$ cat config.mk
export PLATFORM = sky130hd
export DESIGN_NAME = keypad_scanner
export DESIGN_NICKNAME = d
export VERILOG_FILES = /design/src/rtl/keypad_scanner.sv
export SDC_FILE = /design/constraint.sdc
export NUM_CORES = 1
export LEC_CHECK = 0
export CAP_MARGIN = 15
export CELL_PAD_IN_SITES_DETAIL_PLACEMENT = 0
export CELL_PAD_IN_SITES_GLOBAL_PLACEMENT = 1
export CORE_MARGIN = 5
export CORE_UTILIZATION = 30
export CTS_CLUSTER_DIAMETER = 200
export DETAILED_ROUTE_END_ITERATION = 8
export GPL_TIMING_DRIVEN = 0
export PLACE_DENSITY_LB_ADDON = 0.1
export SLEW_MARGIN = 25
export SYNTH_ARGS = -nofsm -noshare
export SYNTH_HDL_FRONTEND = slang
export SYNTH_SLANG_ARGS = --single-unit
$ cat constraint.sdc
create_clock -name clk -period 2.4 [get_ports clk]
set_input_delay 0.48 -clock clk [delete_from_list [all_inputs] [get_ports clk]]
set_output_delay 0.48 -clock clk [all_outputs]
set_load 0.02 [all_outputs]
$ cat src/rtl/keypad_scanner.sv
// keypad_scanner
//   Scans a 5x4 keypad matrix one row at a time and debounces both press and
//   release. A stable single-key press is reported as a one-hot row code plus
//   the raw active-low column pattern, which GetAddress turns into a key address.
//
// Ports
//   clk        in   1  system clock, rising edge
//   rst        in   1  asynchronous, active-high reset
//   col_in     in   4  keypad columns, active-low (1111 = no key)
//   row_drv    out  5  keypad row drive, active-low one-cold
//   rowOut     out  5  row of last accepted key, one-hot
//   colOut     out  4  column pattern of last accepted key, active-low
//   key_valid  out  1  one-cycle pulse when a new key is accepted
//   key_down   out  1  high from key_valid until the release is debounced
module keypad_scanner #(
    parameter int SCAN_DIV     = 50000,
    parameter int DEBOUNCE_CNT = 4
) (
    input  logic       clk,
    input  logic       rst,
    input  logic [3:0] col_in,
    output logic [4:0] row_drv,
    output logic [4:0] rowOut,
    output logic [3:0] colOut,
    output logic       key_valid,
    output logic       key_down
);

    localparam int DIV_W = $clog2(SCAN_DIV);
    localparam int DBC_W = $clog2(DEBOUNCE_CNT + 1);
    localparam logic [DIV_W-1:0] DIV_LAST = DIV_W'(SCAN_DIV - 1);
    localparam logic [DBC_W-1:0] DBC_LAST = DBC_W'(DEBOUNCE_CNT - 1);
    localparam logic [DBC_W-1:0] DBC_ONE  = DBC_W'(1);

    typedef enum logic [1:0] {
        SCAN     = 2'd0,
        DEBOUNCE = 2'd1,
        HELD     = 2'd2
    } state_t;

    state_t           state_q, state_d;
    logic [DIV_W-1:0] div_cnt_q, div_cnt_d;
    logic [2:0]       row_ptr_q, row_ptr_d;
    logic [DBC_W-1:0] dbc_q, dbc_d;
    logic [3:0]       cand_col_q, cand_col_d;
    logic [4:0]       row_drv_q, row_drv_d;
    logic [4:0]       row_out_q, row_out_d;
    logic [3:0]       col_out_q, col_out_d;
    logic             key_valid_q, key_valid_d;
    logic             key_down_q, key_down_d;

    logic             tick;
    logic             single;
    logic [2:0]       next_row;

    assign tick     = (div_cnt_q == DIV_LAST);
    // Multi-key patterns are deliberately not "single", so they behave like no key.
    assign single   = (col_in == 4'b1110) || (col_in == 4'b1101) ||
                      (col_in == 4'b1011) || (col_in == 4'b0111);
    assign next_row = (row_ptr_q == 3'd4) ? 3'd0 : row_ptr_q + 3'd1;

    always_comb begin
        state_d     = state_q;
        div_cnt_d   = tick ? '0 : div_cnt_q + 1'b1;
        row_ptr_d   = row_ptr_q;
        dbc_d       = dbc_q;
        cand_col_d  = cand_col_q;
        row_out_d   = row_out_q;
        col_out_d   = col_out_q;
        key_valid_d = 1'b0;
        key_down_d  = key_down_q;

        case (state_q)
            SCAN: begin
                if (tick) begin
                    if (single) begin
                        cand_col_d = col_in;
                        dbc_d      = DBC_ONE;
                        state_d    = DEBOUNCE;
                    end else begin
                        row_ptr_d = next_row;
                    end
                end
            end
            DEBOUNCE: begin
                if (tick) begin
                    if (col_in == cand_col_q) begin
                        // The sample that reaches the count accepts the key.
                        if (dbc_q == DBC_LAST) begin
                            row_out_d   = 5'b00001 << row_ptr_q;
                            col_out_d   = cand_col_q;
                            key_valid_d = 1'b1;
                            key_down_d  = 1'b1;
                            dbc_d       = '0;
                            state_d     = HELD;
                        end else begin
                            dbc_d = dbc_q + 1'b1;
                        end
                    end else begin
                        dbc_d     = '0;
                        row_ptr_d = next_row;
                        state_d   = SCAN;
                    end
                end
            end
            HELD: begin
                if (tick) begin
                    // Any non-idle pattern, including a different key, restarts the release count.
                    if (col_in == 4'b1111) begin
                        if (dbc_q == DBC_LAST) begin
                            key_down_d = 1'b0;
                            dbc_d      = '0;
                            row_ptr_d  = next_row;
                            state_d    = SCAN;
                        end else begin
                            dbc_d = dbc_q + 1'b1;
                        end
                    end else begin
                        dbc_d = '0;
                    end
                end
            end
            default: begin
                state_d = SCAN;
            end
        endcase

        // Registered from the next pointer so row_drv always matches row_ptr.
        row_drv_d = ~(5'b00001 << row_ptr_d);
    end

    always_ff @(posedge clk or posedge rst) begin
        if (rst) begin
            state_q     <= SCAN;
            div_cnt_q   <= '0;
            row_ptr_q   <= 3'd0;
            dbc_q       <= '0;
            cand_col_q  <= 4'b1111;
            row_drv_q   <= 5'b11110;
            row_out_q   <= 5'b00000;
            col_out_q   <= 4'b1111;
            key_valid_q <= 1'b0;
            key_down_q  <= 1'b0;
        end else begin
            state_q     <= state_d;
            div_cnt_q   <= div_cnt_d;
            row_ptr_q   <= row_ptr_d;
            dbc_q       <= dbc_d;
            cand_col_q  <= cand_col_d;
            row_drv_q   <= row_drv_d;
            row_out_q   <= row_out_d;
            col_out_q   <= col_out_d;
            key_valid_q <= key_valid_d;
            key_down_q  <= key_down_d;
        end
    end

    assign row_drv   = row_drv_q;
    assign rowOut    = row_out_q;
    assign colOut    = col_out_q;
    assign key_valid = key_valid_q;
    assign key_down  = key_down_q;

endmodule

=== Word-level counts from Yosys, hierarchy flattened ===
Index checks and enable logic that the tools add are counted.

* Output and inout port bits: 16
* Register bits after elaboration: 44

* Bitwise gates (word level): 1
* Eq/ne operators: 20
* Muxes and demuxes: 38
* Reductions and logical operators: 11
* $add $sub $neg: 3
* Shifts and indexed selects: 2

{| class="wikitable"
|+ Operators by type and width
! kind !! count
|-
| 3-bit 2-to-1 mux || 15
|-
| 3-bit case mux with 3 select lines || 2
|-
| 16-bit by 1-bit adder with 16-bit output (second input constant) || 1
|-
| 16-bit equality test (second input constant) || 1
|-
| 4-bit equality test (second input constant) || 4
|-
| 16-bit 2-to-1 mux || 1
|-
| 2-bit 2-to-1 mux || 8
|-
| 2-bit inequality test (second input constant) || 8
|-
| 7-bit AND reduction || 2
|-
| 1-bit 2-to-1 mux || 10
|-
| 1-bit by 3-bit << shifter with 5-bit output (first input constant) || 2
|-
| 3-bit by 1-bit adder with 3-bit output (second input constant) || 2
|-
| 2-bit case mux with 3 select lines || 1
|-
| 5-bit NOT || 1
|-
| 5-bit AND reduction || 1
|-
| 4-bit by 3-bit equality test with 1-bit output (second input constant) || 1
|-
| 4-bit equality test || 1
|-
| 4-bit AND reduction || 1
|-
| 3-bit by 2-bit equality test with 1-bit output (second input constant) || 1
|-
| 3-bit equality test (second input constant) || 1
|-
| 1-bit logical OR || 3
|-
| 3-bit inequality test (second input constant) || 1
|-
| 3-bit AND reduction || 1
|-
| 3-bit nonzero test || 1
|-
| 5 further kinds || 5
|}

=== Longest topological paths before layout ===
* Depth after elaboration: 9
* Gate-level depth with buffers: 8
* Depth with buffers taken out: 7

=== Least setup slack after synthesis ===
No wires, ideal clock.

* Path kind: reg-to-reg
* From: reg div_cnt_q[0]
* To: reg row_drv_q[0], in the netlist row_drv[0]
* Setup time: 132 ps
* Data arrival time: 2011 ps
* Period minus slack after synthesis: 2143 ps
* Setup slack: 257 ps
* Buffers on the path: 0
* Stages on the path, launching flop included: 8
* Path through: dfrtp_1 -> ha_1 -> and3_1 -> and4_2 -> nand2_1 -> mux2i_1 -> a311o_1 -> or3b_1

* Longest elaborated chain between the ends: 5
* Elaborated cells on any way between the ends: 7
* Those cells by class: 1 x eq/ne; 1 x shift; 4 x mux; 1 x bitwise

{| class="wikitable"
|+ Ends and longest elaborated chain
! item !! RTL line !! text
|-
| start: declaration || 42 || <nowiki>logic [DIV_W-1:0] div_cnt_q, div_cnt_d;</nowiki>
|-
| start signal: assignment || 146 || <nowiki>div_cnt_q <= div_cnt_d;</nowiki>
|-
| 16-bit equality test (*) || 56 || <nowiki>assign tick = (div_cnt_q == DIV_LAST);</nowiki>
|-
| 3-bit 2-to-1 mux, on equally long branches || 107, 75, 86 ||
|-
| 3-bit case mux with 3 select lines (*) || 73 || <nowiki>case (state_q)</nowiki>
|-
| via row_ptr_d[0] || 43 || <nowiki>logic [2:0] row_ptr_q, row_ptr_d;</nowiki>
|-
| 1-bit by 3-bit << shifter with 5-bit output (*) || 129 || <nowiki>row_drv_d = ~(5'b00001 << row_ptr_d);</nowiki>
|-
| 5-bit NOT (*) || 129 ||
|-
| via row_drv_d[0] || 46 || <nowiki>logic [4:0] row_drv_q, row_drv_d;</nowiki>
|-
| end signal: assignment || 150 || <nowiki>row_drv_q <= row_drv_d;</nowiki>
|-
| end: declaration || 46 ||
|}

The timed path passes the listed nets; every way through them passes the cells marked *.
A chain may end at the register's enable or synchronous reset.

=== Worst setup path in the final report ===
* From: reg div_cnt_q[12]
* To: reg row_drv_q[0], in the netlist row_drv[0]

The elaborated chain is that of the path after synthesis.

==> impl_metrics.env <==
export IMPL_dp_slack_ns=-0.6082
export IMPL_num_nets_final=270
export IMPL_routed_wl_um=4900
export IMPL_fin_crit_ns=2.327
export IMPL_critPathLaunchType="flip-flop"
export IMPL_io_pins=22
export IMPL_wire_per_inst_um=13.88
export IMPL_setup_viol=0
export IMPL_clkLatencyLatePin_ns=0.30
export IMPL_rsz0062_at_grt="true"
export IMPL_grt_pass1_wl_um=8569
export IMPL_area_delta_synth_final_pct=24.08
export IMPL_synth_async_reset_ratio=1.000
export IMPL_avgViaCountPerCell=4.663
export IMPL_gp_congestion=0.7630
export IMPL_rows=31
export IMPL_setup_slack_ns=0.07290
export IMPL_synthAdderAreaFrac=0.06021
export IMPL_clock_fmax_ghz=0.4297
export IMPL_skew_ns=0.009592
export IMPL_yosysUniqueCellTypes=46
export IMPL_arrival_ns=2.50
export IMPL_layoutNonFillerInstCount=353
export IMPL_yosysWarningCount=0
export IMPL_tightest_slew_ns=0.4753
export IMPL_p_leak_uw=0.001264
export IMPL_synth_top_area_frac=0.3503
export IMPL_synthSimpleGateAreaFrac=0.2140
export IMPL_synth_edff_count=0
export IMPL_synth_top_family_by_area="simple AND/OR/NAND/NOR gates"
export IMPL_crit_fanout=5
export IMPL_synthFlopType="dfrtp_1"
export IMPL_cts_sinks=44
export IMPL_final_area_mm2=0.002836
export IMPL_synth_nets=230
export IMPL_diodes=0
export IMPL_synth_area_top_cells="dfrtp_1, dfstp_2, ha_1"
export IMPL_first_global_vias=1821
export IMPL_antenna_found_initial=0
export IMPL_die_x_um=97.29
export IMPL_ys_seq_elements=44
export IMPL_endpoint_kind="flip-flop"
export IMPL_path_clk_slew_ns=0.09
export IMPL_die_area_mm2=0.009465
export IMPL_numPortBuffers=21
export IMPL_ir_worst_vdd_uv=206.5
export IMPL_drtIter0Drc=51
export IMPL_worst_ep_required_time_ns=2.58
export IMPL_drtPass1Iterations=4
export IMPL_crit_family="simple AND/OR/NAND/NOR gates"
export IMPL_cts_tree="yes"
export IMPL_start_util=0.3118
export IMPL_syn_area_per_cell_um2=10.73
export IMPL_cts_root_buf="clkbuf_8"
export IMPL_synth_compound_area_frac=0.09031
export IMPL_synth_xor_area_share=0.06130
export IMPL_relSlewSlack=0.6827
export IMPL_chipHeight_um=97.29
export IMPL_dp_cells=334
export IMPL_cp_slowest_stage_delay_ns=0.46
export IMPL_cts_buffers=5
export IMPL_p_per_area_mw_per_mm2=451.7
export IMPL_cts_buffer_depth=2
export IMPL_synth_area_leader_cell="dfrtp_1"
export IMPL_maxCapViolCount=0
export IMPL_via_count=1646
export IMPL_setup_tns_final_ns=0
export IMPL_grt_max_degree=25
export IMPL_path_cells="nor4b_4 -> nand4_4 -> o21ai_2 -> buf_4 -> a31oi_1 -> a311o_1 -> or3b_1"
export IMPL_drc=0
export IMPL_slew_viol_final=0
export IMPL_core_mm2=0.007331
export IMPL_htree_levels=2
export IMPL_postPlaceCellArea_mm2=0.002640
export IMPL_synthCells=213
export IMPL_crit_buf_inv=1
export IMPL_seqCellArea_mm2=0.001119
export IMPL_finalHoldViolations=0
export IMPL_worst_hold_path_type="flip-flop to flip-flop"
export IMPL_whs_ns=0.4862
export IMPL_syn_cell_area_mm2=0.002286
export IMPL_synthMuxAreaShare=0.06240
export IMPL_grt_overflow=0
export IMPL_crit_type="flip-flop to flip-flop"
export IMPL_nFillCells=744
export IMPL_place_hpwl_um=3521
export IMPL_drt_antenna_violating_nets=0
export IMPL_outcome="completed"
export IMPL_cpMaxStageDelayCell="dfrtp_2"
export IMPL_period_share=0.9696
export IMPL_grt_usage=0.1092
export IMPL_multiInputGateArea_mm2=0.001136
export IMPL_drive_gt1_frac=0.2362
export IMPL_seq_area_frac_synth=0.4882
==> worst paths after layout <==
| path | start | endpoint | slack, ns | depth (start not counted) |
|---|---|---|---|---|
| max | div_cnt_q[12] | row_drv[0] | 0.07 | 7 |
| min | rowOut[1] | rowOut[1] | 0.49 | 2 |
| max reg2reg | div_cnt_q[12] | row_drv[0] | 0.07 | 7 |
| min reg2reg | rowOut[1] | rowOut[1] | 0.49 | 2 |
| max in group asynchronous | rst | cand_col_q[2] | 1.31 | 3 |
| min in group asynchronous | rst | div_cnt_q[5] | 0.51 | 2 |
==> tightest hold or removal path, cell delays in order, from the launching register on <==
cell and delay (ns):
dfrtp_1 0.35, nand2_1 0.04, o21ai_0 0.06
==> layout by cell type (no fill, tap or decap), drive strengths merged, types with 5 or more instances in the layout <==
master         instances
nand2                 25
xnor2                  5
buf                   13
dfstp                 12
nor2                  12
inv                   10
nand3                 10
a21oi                  5
clkdlybuf4s50         17
xor2                  11
ha                    11
mux2                  10
nand4                  6
o21ai                 14
dfrtp                 32
clkbuf                10
and3                   5
==> report_power, final <==
group          internal, µW  switching (µW)  total [µW]
Sequential              742               0         742
Combinational          14.7            26.1        40.8
Clock                   234             264         499
==> synthesized netlist by cell type, drive strengths merged (4+ instances only) <==
| library cell | count |
|---|---|
| dfrtp | 32 |
| nand2 | 25 |
| o21ai | 14 |
| dfstp | 12 |
| nor2 | 12 |
| ha | 11 |
| xor2 | 11 |
| inv | 10 |
| mux2 | 10 |
| nand3 | 10 |
| nand4 | 6 |
| a21oi | 5 |
| and3 | 5 |
| xnor2 | 5 |
| and2 | 4 |
==> metal layers <==
layer / up-vias / routed length (µm) / global-route usage
met3: 7 / 201 / 0.03805
li1: 822 / - / -
met1: 790 / 2400 / 0.1383
met2: 27 / 2219 / 0.1746
met4: 0 / 78 / 0.03514
met5: - / 0 / 0
==> cell type report <==
class | instances | share of cell area
Buffer | 4 | 0.006617
Clock buffer | 7 | 0.03044
Clock inverter | 1 | 0.002647
Inverter | 10 | 0.01323
Multi-Input combinational cell | 155 | 0.4005
Sequential cell | 44 | 0.3944
Tap cell | 99 | 0.04367
Timing Repair Buffer | 33 | 0.1085
==> cell families (layout without fill, tap and decap cells) <==
group | count (synthesis) | after routing
AO/OA/AOI/OAI | 31 | 31
XOR/XNOR | 16 | 16
adder cells (fa/ha/maj) | 11 | 11
buffers and inverters | 14 | 55
flip-flops | 44 | 44
multiplexers | 13 | 13
AND/OR/NAND/NOR | 84 | 84
==> stage by stage <==
step,power (µW),utilization
after global routing,1351,0.3869
after floorplan,775.8,-
after global placement,796.2,0.3574
final,1281,0.3869
after CTS,1313,0.3787
after detailed placement,800.4,0.3601
==> sequential cells by signal (all words and copies together) (netlist names) <==
signal      count
cand_col_q      4
colOut          4
dbc_q           3
div_cnt_q      16
key_down        1
key_valid       1
rowOut          5
row_drv         5
row_ptr_q       3
state_q         2
==> timing repair <==
item | CTS | global route
resized for setup | 6 | 8
hold buffers | 0 | 0
endpoints found under the setup margin | 9 | 9
setup buffers | 6 | 5
endpoints found under the hold margin | 0 | 0
pin swaps | 4 | 6
No activity file was read; power rests on OpenSTA's default activity.
